### config.mk
export PLATFORM = sky130hd
export DESIGN_NAME = capture_dma_writer
export DESIGN_NICKNAME = d
export VERILOG_FILES = /design/src/rtl/logicap_pkg.sv /design/src/rtl/capture_dma_writer.sv
export SDC_FILE = /design/constraint.sdc
export NUM_CORES = 1
export LEC_CHECK = 0
export ABC_CLOCK_PERIOD_IN_PS = 5500
export CAP_MARGIN = 10
export CELL_PAD_IN_SITES_DETAIL_PLACEMENT = 1
export CELL_PAD_IN_SITES_GLOBAL_PLACEMENT = 1
export CORE_MARGIN = 2
export CORE_UTILIZATION = 38
export CTS_BUF_LIST = sky130_fd_sc_hd__clkbuf_2
export DETAILED_ROUTE_END_ITERATION = 8
export GPL_TIMING_DRIVEN = 0
export PLACE_DENSITY_LB_ADDON = 0.2
export SYNTH_ARGS = -nofsm -noshare
export SYNTH_HDL_FRONTEND = slang
export SYNTH_SLANG_ARGS = --single-unit
### constraint.sdc
create_clock -name clk -period 5.5 [get_ports clk]
set_input_delay 1.1 -clock clk [delete_from_list [all_inputs] [get_ports clk]]
set_output_delay 1.1 -clock clk [all_outputs]
set_load 0.03 [all_outputs]
### src/rtl/logicap_pkg.sv
// Shared types and helpers for the capture DMA writer.
// FSM encoding, AXI response code, status bit positions, burst sizing.
package logicap_pkg;

  typedef enum logic [2:0] {
    ST_IDLE = 3'd0,
    ST_ADDR = 3'd1,
    ST_DATA = 3'd2,
    ST_RESP = 3'd3,
    ST_FIN  = 3'd4
  } state_e;

  localparam logic [1:0] AXI_RESP_OKAY = 2'b00;

  localparam int unsigned STATUS_ABORTED   = 0;
  localparam int unsigned STATUS_TRUNCATED = 1;
  localparam int unsigned STATUS_BRESP_ERR = 2;

  function automatic logic [8:0] burst_beats(
    input logic [31:0] remaining,
    input int unsigned max_len
  );
    if (remaining < max_len) return 9'(remaining);
    return 9'(max_len);
  endfunction

endpackage

### src/rtl/capture_dma_writer.sv
// Streams captured samples into memory as aligned AXI write bursts.
// Early stream end or abort pads the open burst with zeros.
module capture_dma_writer
  import logicap_pkg::*;
#(
  parameter int dataw     = 32,
  parameter int saddr_w   = 24,
  parameter int addr_w    = 32,
  parameter int burst_len = 16
) (
  input  logic               clk,
  input  logic               resetn,
  input  logic [dataw-1:0]   s_tdata,
  input  logic               s_tvalid,
  output logic               s_tready,
  input  logic               s_tlast,
  input  logic               start,
  input  logic               abort,
  input  logic [addr_w-1:0]  base_addr,
  input  logic [saddr_w-1:0] sample_count,
  output logic               busy,
  output logic               done,
  output logic [2:0]         status,
  output logic [saddr_w-1:0] words_written,
  output logic [addr_w-1:0]  m_awaddr,
  output logic [7:0]         m_awlen,
  output logic               m_awvalid,
  input  logic               m_awready,
  output logic [dataw-1:0]   m_wdata,
  output logic               m_wvalid,
  input  logic               m_wready,
  output logic               m_wlast,
  input  logic               m_bvalid,
  output logic               m_bready,
  input  logic [1:0]         m_bresp
);

  localparam int BEAT_BYTES  = dataw / 8;
  localparam int BURST_BYTES = burst_len * BEAT_BYTES;
  localparam logic [addr_w-1:0] ALIGN_MASK =
    addr_w'(BURST_BYTES - 1);

  state_e             state_q, state_d;
  logic [addr_w-1:0]  addr_q, addr_d;
  logic [saddr_w-1:0] rem_q, rem_d;
  logic [saddr_w-1:0] words_q, words_d;
  logic [8:0]         blen_q, blen_d;
  logic [8:0]         bcnt_q, bcnt_d;
  logic               pad_q, pad_d;
  logic               stop_q, stop_d;
  logic [2:0]         status_q, status_d;

  logic [8:0] next_beats;
  logic       in_data;
  logic       w_valid;
  logic       t_ready;
  logic       w_fire;
  logic       s_fire;
  logic       last_beat;
  logic       aligned;

  assign next_beats = burst_beats(32'(rem_q), burst_len);
  assign in_data    = state_q == ST_DATA;
  assign w_valid    = in_data && (pad_q || s_tvalid);
  assign t_ready    = in_data && !pad_q && m_wready;
  assign w_fire     = w_valid && m_wready;
  assign s_fire     = s_tvalid && t_ready;
  assign last_beat  = bcnt_q == (blen_q - 9'd1);
  assign aligned    = (base_addr & ALIGN_MASK) == '0;

  // Outputs are forced quiet while reset is held, whatever the state.
  assign m_awvalid = resetn && state_q == ST_ADDR;
  assign m_awaddr  = resetn ? addr_q : '0;
  assign m_awlen   = (resetn && state_q == ST_ADDR) ?
                     8'(next_beats - 9'd1) : 8'd0;
  assign m_wvalid  = resetn && w_valid;
  assign m_wdata   = (resetn && in_data && !pad_q) ? s_tdata : '0;
  assign m_wlast   = resetn && in_data && last_beat;
  assign s_tready  = resetn && t_ready;
  assign m_bready  = resetn && state_q == ST_RESP;
  assign busy      = resetn && state_q != ST_IDLE;
  assign done      = resetn && state_q == ST_FIN;
  assign status    = resetn ? status_q : 3'd0;
  assign words_written = resetn ? words_q : '0;

  always_comb begin
    state_d  = state_q;
    addr_d   = addr_q;
    rem_d    = rem_q;
    words_d  = words_q;
    blen_d   = blen_q;
    bcnt_d   = bcnt_q;
    pad_d    = pad_q;
    stop_d   = stop_q;
    status_d = status_q;
    unique case (state_q)
      ST_IDLE: begin
        if (start && sample_count != '0 && aligned) begin
          addr_d   = base_addr;
          rem_d    = sample_count;
          words_d  = '0;
          status_d = 3'd0;
          stop_d   = 1'b0;
          pad_d    = 1'b0;
          state_d  = ST_ADDR;
        end
      end
      ST_ADDR: begin
        if (m_awready) begin
          blen_d  = next_beats;
          bcnt_d  = 9'd0;
          addr_d  = addr_q + addr_w'(next_beats) *
                    addr_w'(BEAT_BYTES);
          state_d = ST_DATA;
          // Address already accepted: the burst must still be filled.
          if (abort) begin
            status_d[STATUS_ABORTED] = 1'b1;
            stop_d = 1'b1;
            pad_d  = 1'b1;
          end
        end else if (abort) begin
          status_d[STATUS_ABORTED] = 1'b1;
          state_d = ST_FIN;
        end
      end
      ST_DATA: begin
        if (abort) begin
          status_d[STATUS_ABORTED] = 1'b1;
          stop_d = 1'b1;
          pad_d  = 1'b1;
        end
        if (s_fire) begin
          words_d = words_q + saddr_w'(1);
          if (s_tlast && rem_q != saddr_w'(1)) begin
            status_d[STATUS_TRUNCATED] = 1'b1;
            stop_d = 1'b1;
            pad_d  = 1'b1;
          end
        end
        if (w_fire) begin
          bcnt_d = bcnt_q + 9'd1;
          rem_d  = rem_q - saddr_w'(1);
          if (last_beat) begin
            pad_d   = 1'b0;
            state_d = ST_RESP;
          end
        end
      end
      ST_RESP: begin
        if (abort) begin
          status_d[STATUS_ABORTED] = 1'b1;
          stop_d = 1'b1;
        end
        if (m_bvalid) begin
          if (m_bresp != AXI_RESP_OKAY) begin
            status_d[STATUS_BRESP_ERR] = 1'b1;
            stop_d = 1'b1;
          end
          state_d = (rem_q != '0 && !stop_d) ? ST_ADDR : ST_FIN;
        end
      end
      ST_FIN: state_d = ST_IDLE;
      default: state_d = ST_IDLE;
    endcase
  end

  always_ff @(posedge clk) begin
    if (!resetn) begin
      state_q  <= ST_IDLE;
      addr_q   <= '0;
      rem_q    <= '0;
      words_q  <= '0;
      blen_q   <= 9'd0;
      bcnt_q   <= 9'd0;
      pad_q    <= 1'b0;
      stop_q   <= 1'b0;
      status_q <= 3'd0;
    end else begin
      state_q  <= state_d;
      addr_q   <= addr_d;
      rem_q    <= rem_d;
      words_q  <= words_d;
      blen_q   <= blen_d;
      bcnt_q   <= bcnt_d;
      pad_q    <= pad_d;
      stop_q   <= stop_d;
      status_q <= status_d;
    end
  end

endmodule

# == After elaboration in Yosys (flattened, before gate mapping) ==
# Cells that the tools add are included.
# totals
regBits,106
output_inout_bits,106
elab_cells,134
input_bits,99
# op_classes
reduce_logical,46
order_cmp,1
eq_ne,16
n_mux,54
n_addsub,6
# op_table
cell,n
$mux 32,4
$mux 24,5
$pmux 24 s2,2
$pmux 32 s2,1
$reduce_bool 24->1,2
$mux 9,4
$add 32x11->32,1
$logic_not 32->1,1
$mux 3,9
$add 24x1->24 const B,1
$lt 24x5->1 const B,1
$ne 24x1->1 const B,1
$sub 24x1->24 const B,1
$mux 1,21
$reduce_and 3->1,7
$logic_and 1x1->1,18
$pmux 9 s2,1
$ne 2x1->1 const B,6
$pmux 3 s4,1
$reduce_bool 2->1,6
$add 9x1->9 const B,1
$eq 9x9->1,1
$sub 9x1->9 const B,1
$mux 8,1
18 further kinds,26

# == Longest topological paths before layout ==
# logic_depth
depth_word,9
depth_mapped,14
depth_no_buf,13

# == Least setup slack after synthesis ==
# No wires, ideal clock.
# synth_timing
path_kind,reg2out
startpoint,reg blen_q[0]
endpoint,out m_wlast
required_time_ns,4.400
t_arrival_ns,2.790
path_stages_with_launch,9
setup_slack_ns,1.610
path_cell_list,dfxtp_1 clkbuf_1 inv_1 ha_1 or4b_1 o211ai_1 o22ai_1 or4_1 nor3_1
# synth_between
elab_chain_len,3
# synth_lines
item,line,source
from (decl),capture_dma_writer.sv:47,"logic [8:0] blen_q, blen_d;"
from (signal assigned),capture_dma_writer.sv:183,blen_q <= blen_d;
$sub 9x1->9,capture_dma_writer.sv:68,assign last_beat = bcnt_q == (blen_q - 9'd1);
$eq 9x9->1,capture_dma_writer.sv:68,
$logic_and 1x1->1,capture_dma_writer.sv:78,assign m_wlast = resetn && in_data && last_beat;
to (decl),capture_dma_writer.sv:32,"output logic m_wlast,"
# No other way between the ends.

# == Worst setup path after layout ==
# layout_timing
startpoint,reg state_q[2]
endpoint,out m_awlen[6]
# layout_between
elab_chain_len,3
# layout_lines
item,line,source
from (decl),capture_dma_writer.sv:43,"state_e state_q, state_d;"
from (signal assigned),capture_dma_writer.sv:179,state_q <= state_d;
$eq 3x1->1,capture_dma_writer.sv:74,assign m_awlen = (resetn && state_q == ST_ADDR) ?
$logic_and 1x1->1,capture_dma_writer.sv:74,
$mux 8,capture_dma_writer.sv:74,
to (decl),capture_dma_writer.sv:26,"output logic [7:0] m_awlen,"
# No other way between the ends.

==> results_dict.tcl <==
set metrics [dict create \
    crit_cells 9 \
    seqPwrFrac 0.520 \
    dp_slack_ns 0.7242 \
    hold_viol 0 \
    synth_cell_types 74 \
    cap_violations 0 \
    peakVddDrop_v 0.0001032 \
    synth_edf_count 0 \
    status "completed" \
    p_leak_nw 3.322 \
    reg2reg_depth 11 \
    p_comb_frac 0.197 \
    postCtsHoldBufs 0 \
    ys_seq_area_frac 0.3005 \
    grt_use_met3 0.03726 \
    routed_via_density 5.931 \
    whs_ns 0.4774 \
    final_cells 1414 \
    busiest_layer "met2" \
    grt_overflow 0 \
    dpl.cell_count 1396 \
    vias 8387 \
    place_congestion 0.9293 \
    syn_area_per_cell_um2 7.339 \
    path_class "flip-flop to output port" \
    cp.buffers_inverters 5 \
    crit_top_cell "clkbuf_1" \
    min_period_ns 5.210 \
    die_y_um 140.3 \
    grt_pass1_vias 8178 \
    wl_per_cell_um 20.24 \
    synth_area_leader_cell "dfxtp_1" \
    cp.arrival_ns 4.11 \
    p_switching_mw 0.4759 \
    met2_usage 0.4858 \
    synth_most_common_cell "dfxtp_1" \
    syn-instance-count 962 \
    die_width_um 140.3 \
    holdPathStages 2 \
    critical_path.max_fanout 10 \
    r2r-end "addr_q[25]" \
    synth_seq_cells 106 \
    switching_share 0.3091 \
    nFillCells 2295 \
    worst_slack_ns 0.2905 \
    reg2reg_slack_ns 0.82 \
    min_from "stop_q" \
    core-area_mm2 0.01809 \
    track_usage 0.2872 \
    rows 49 \
    grt_pass1_wl_um 45000 \
    ctsRootBufferMaster "clkbuf_2" \
    slew_viol_final 0 \
    crit_chain "clkbuf_1, nand2b_1, clkbuf_1, nor2_1, clkbuf_1, clkbuf_2, nand2_1, nor3_1, clkdlybuf4s50_1" \
    grt.met1_usage 0.3853 \
    syn_to_final_growth_pct 35.16 \
    io_pins 205 \
    start_util 0.3904 \
    regToRegStartpoint "rem_q[11]" \
    firstDrtPassIters 5 \
    clkSinkCount 106 \
    hold_path_end "stop_q" \
    worstSkewPairLatency_ns 0.66 \
    setup_violations 0 \
    synthArstFlopShare 0 \
    cts_buffer_depth 2 \
    internal-power_mw 1.064 \
    cts-buffers-inserted 9 \
    cts_tree "built" \
    antenna_found_initial 1 \
    drive_gt1_frac 0.04139 \
    nNetsFinal 1294 \
    cts.clk_slew.worst_paths_ns 0.29 \
    timing.fmax_mhz 192.0 \
    synth_flop_cell "dfxtp_1" \
    drc 0 \
    synth_area_mm2 0.007061 \
    hold_class "flip-flop to flip-flop" \
    die_area_mm2 0.01969 \
    synth.top_cell.area_share 0.3005 \
    final.setup.tns_ns 0 \
    drt_wl_total_um 28620 \
    grt_max_degree 17 \
    cp_top_family "buffers and inverters" \
    slowest_delay_ns 0.70 \
    rsz0062_at_grt "false" \
    worstMarginPinSlew_ns 1.109 \
    drt-initial-drc-count 618 \
    cts_htree_levels 3 \
    worstPathRequired_ns 4.40 \
    dp_hpwl_um 21960 \
    port_buffers 203 \
    ys_top_cells_by_count "dfxtp_1, nor2_1, and2_1" \
    pwr-share-clk 0.284 \
    slew_headroom 0.2577 \
    cp_slowest_cell "clkdlybuf4s50_1" \
    startpoint_type "flip-flop" \
    end_kind "output port" \
    ys.warnings.count 0 \
    antenna_left 0 \
    skew_ns 0.01783 \
    min_period_over_period 0.9472 \
    yosys-top-cells-area "dfxtp_1, and2_1, a21oi_1" \
    p_per_area_mw_per_mm2 161.3 \
]
-- how the worst max path moves through the flow --
stage                    start          end
global placement        resetn  m_awaddr[2]
CTS                 state_q[1]  m_wdata[30]
floorplan            blen_q[0]      m_wlast
global route        state_q[2]   m_awlen[6]
finish              state_q[2]   m_awlen[6]
detailed placement      resetn  m_awaddr[2]
-- cell usage in the layout, fill, tap and decap left out, drive strengths merged, types with 6 or more instances in the layout --
cell type	n
clkbuf	60
nor4	19
a31oi	6
and2	89
o21ai	71
or4	10
nand3	30
a21oi	80
nor3	43
inv	27
ha	14
o211ai	12
and3	14
nor2	90
o2bb2ai	6
xor2	12
clkdlybuf4s50	203
or2	6
buf	10
nand4	12
xnor2	14
a211oi	19
nand2	83
dfxtp	106
or3	30
o31ai	12
-- power by group through the flow --
stage	logic [mW]	clock network, mW	registers [mW]
after floorplan	0.145	0	0.807
after global placement	0.292	0	0.812
after detailed placement	0.297	0	0.812
after CTS	0.298	0.434	0.799
after global routing	0.325	0.461	0.803
final	0.303	0.437	0.800
-- tightest hold or removal path, stage by stage (launching register included) --
cell	delay (ns)
dfxtp_1	0.38
inv_1	0.05
a21oi_1	0.05
-- sequential cells by signal, summed over array words and instances, names as in the netlist --
register,cells
addr_q,32
bcnt_q,9
blen_q,9
pad_q,1
rem_q,24
state_q,3
status_q,3
stop_q,1
words_q,24
-- cell families after synthesis --
kind of cell	count (synthesis)	synth area share
fa+ha+maj	15	0.02765
other cells	1	0.0005311
xor+xnor	26	0.03225
simple gates	451	0.3374
buf+inv	86	0.04696
compound gates	273	0.2486
flops	106	0.3006
mux	4	0.006025
-- metrics by stage --
step                  util  power (mW)  instance area (µm²)
floorplan                -      0.9521                 7068
global placement    0.5190       1.104                 9387
detailed placement  0.5190       1.109                 9387
CTS                 0.5260       1.532                 9513
global route        0.5276       1.588                 9543
finish              0.5276       1.540                 9543
-- cell type report --
cell class                 instances  area (µm²)  area share
sequential                       106        2122      0.2224
antenna                            1       2.502   0.0002622
timing repair buffer             205        2044      0.2142
inverter                          27       101.3     0.01062
clock buffer                       9       45.04    0.004720
clock inverter                     6       81.33    0.008522
tap                              229       286.5     0.03002
multi-input combinational        772        4628      0.4850
buffer                            59       231.5     0.02426
-- layer usage --
layer | vias up | part of all wire | routed length [µm]
li1 | 3945 | - | -
met1 | 4062 | 0.44 | 12540
met2 | 341 | 0.47 | 13590
met3 | 39 | 0.067 | 1928
met4 | 0 | 0.020 | 561
met5 | - | 0 | 0
-- timing repair --
item,in CTS,in global routing
endpoints found under the hold margin,0,0
gates resized for setup,0,5
setup endpoints to repair,0,37
buffers inserted,0,0
Power figures use the tool's default switching activity.
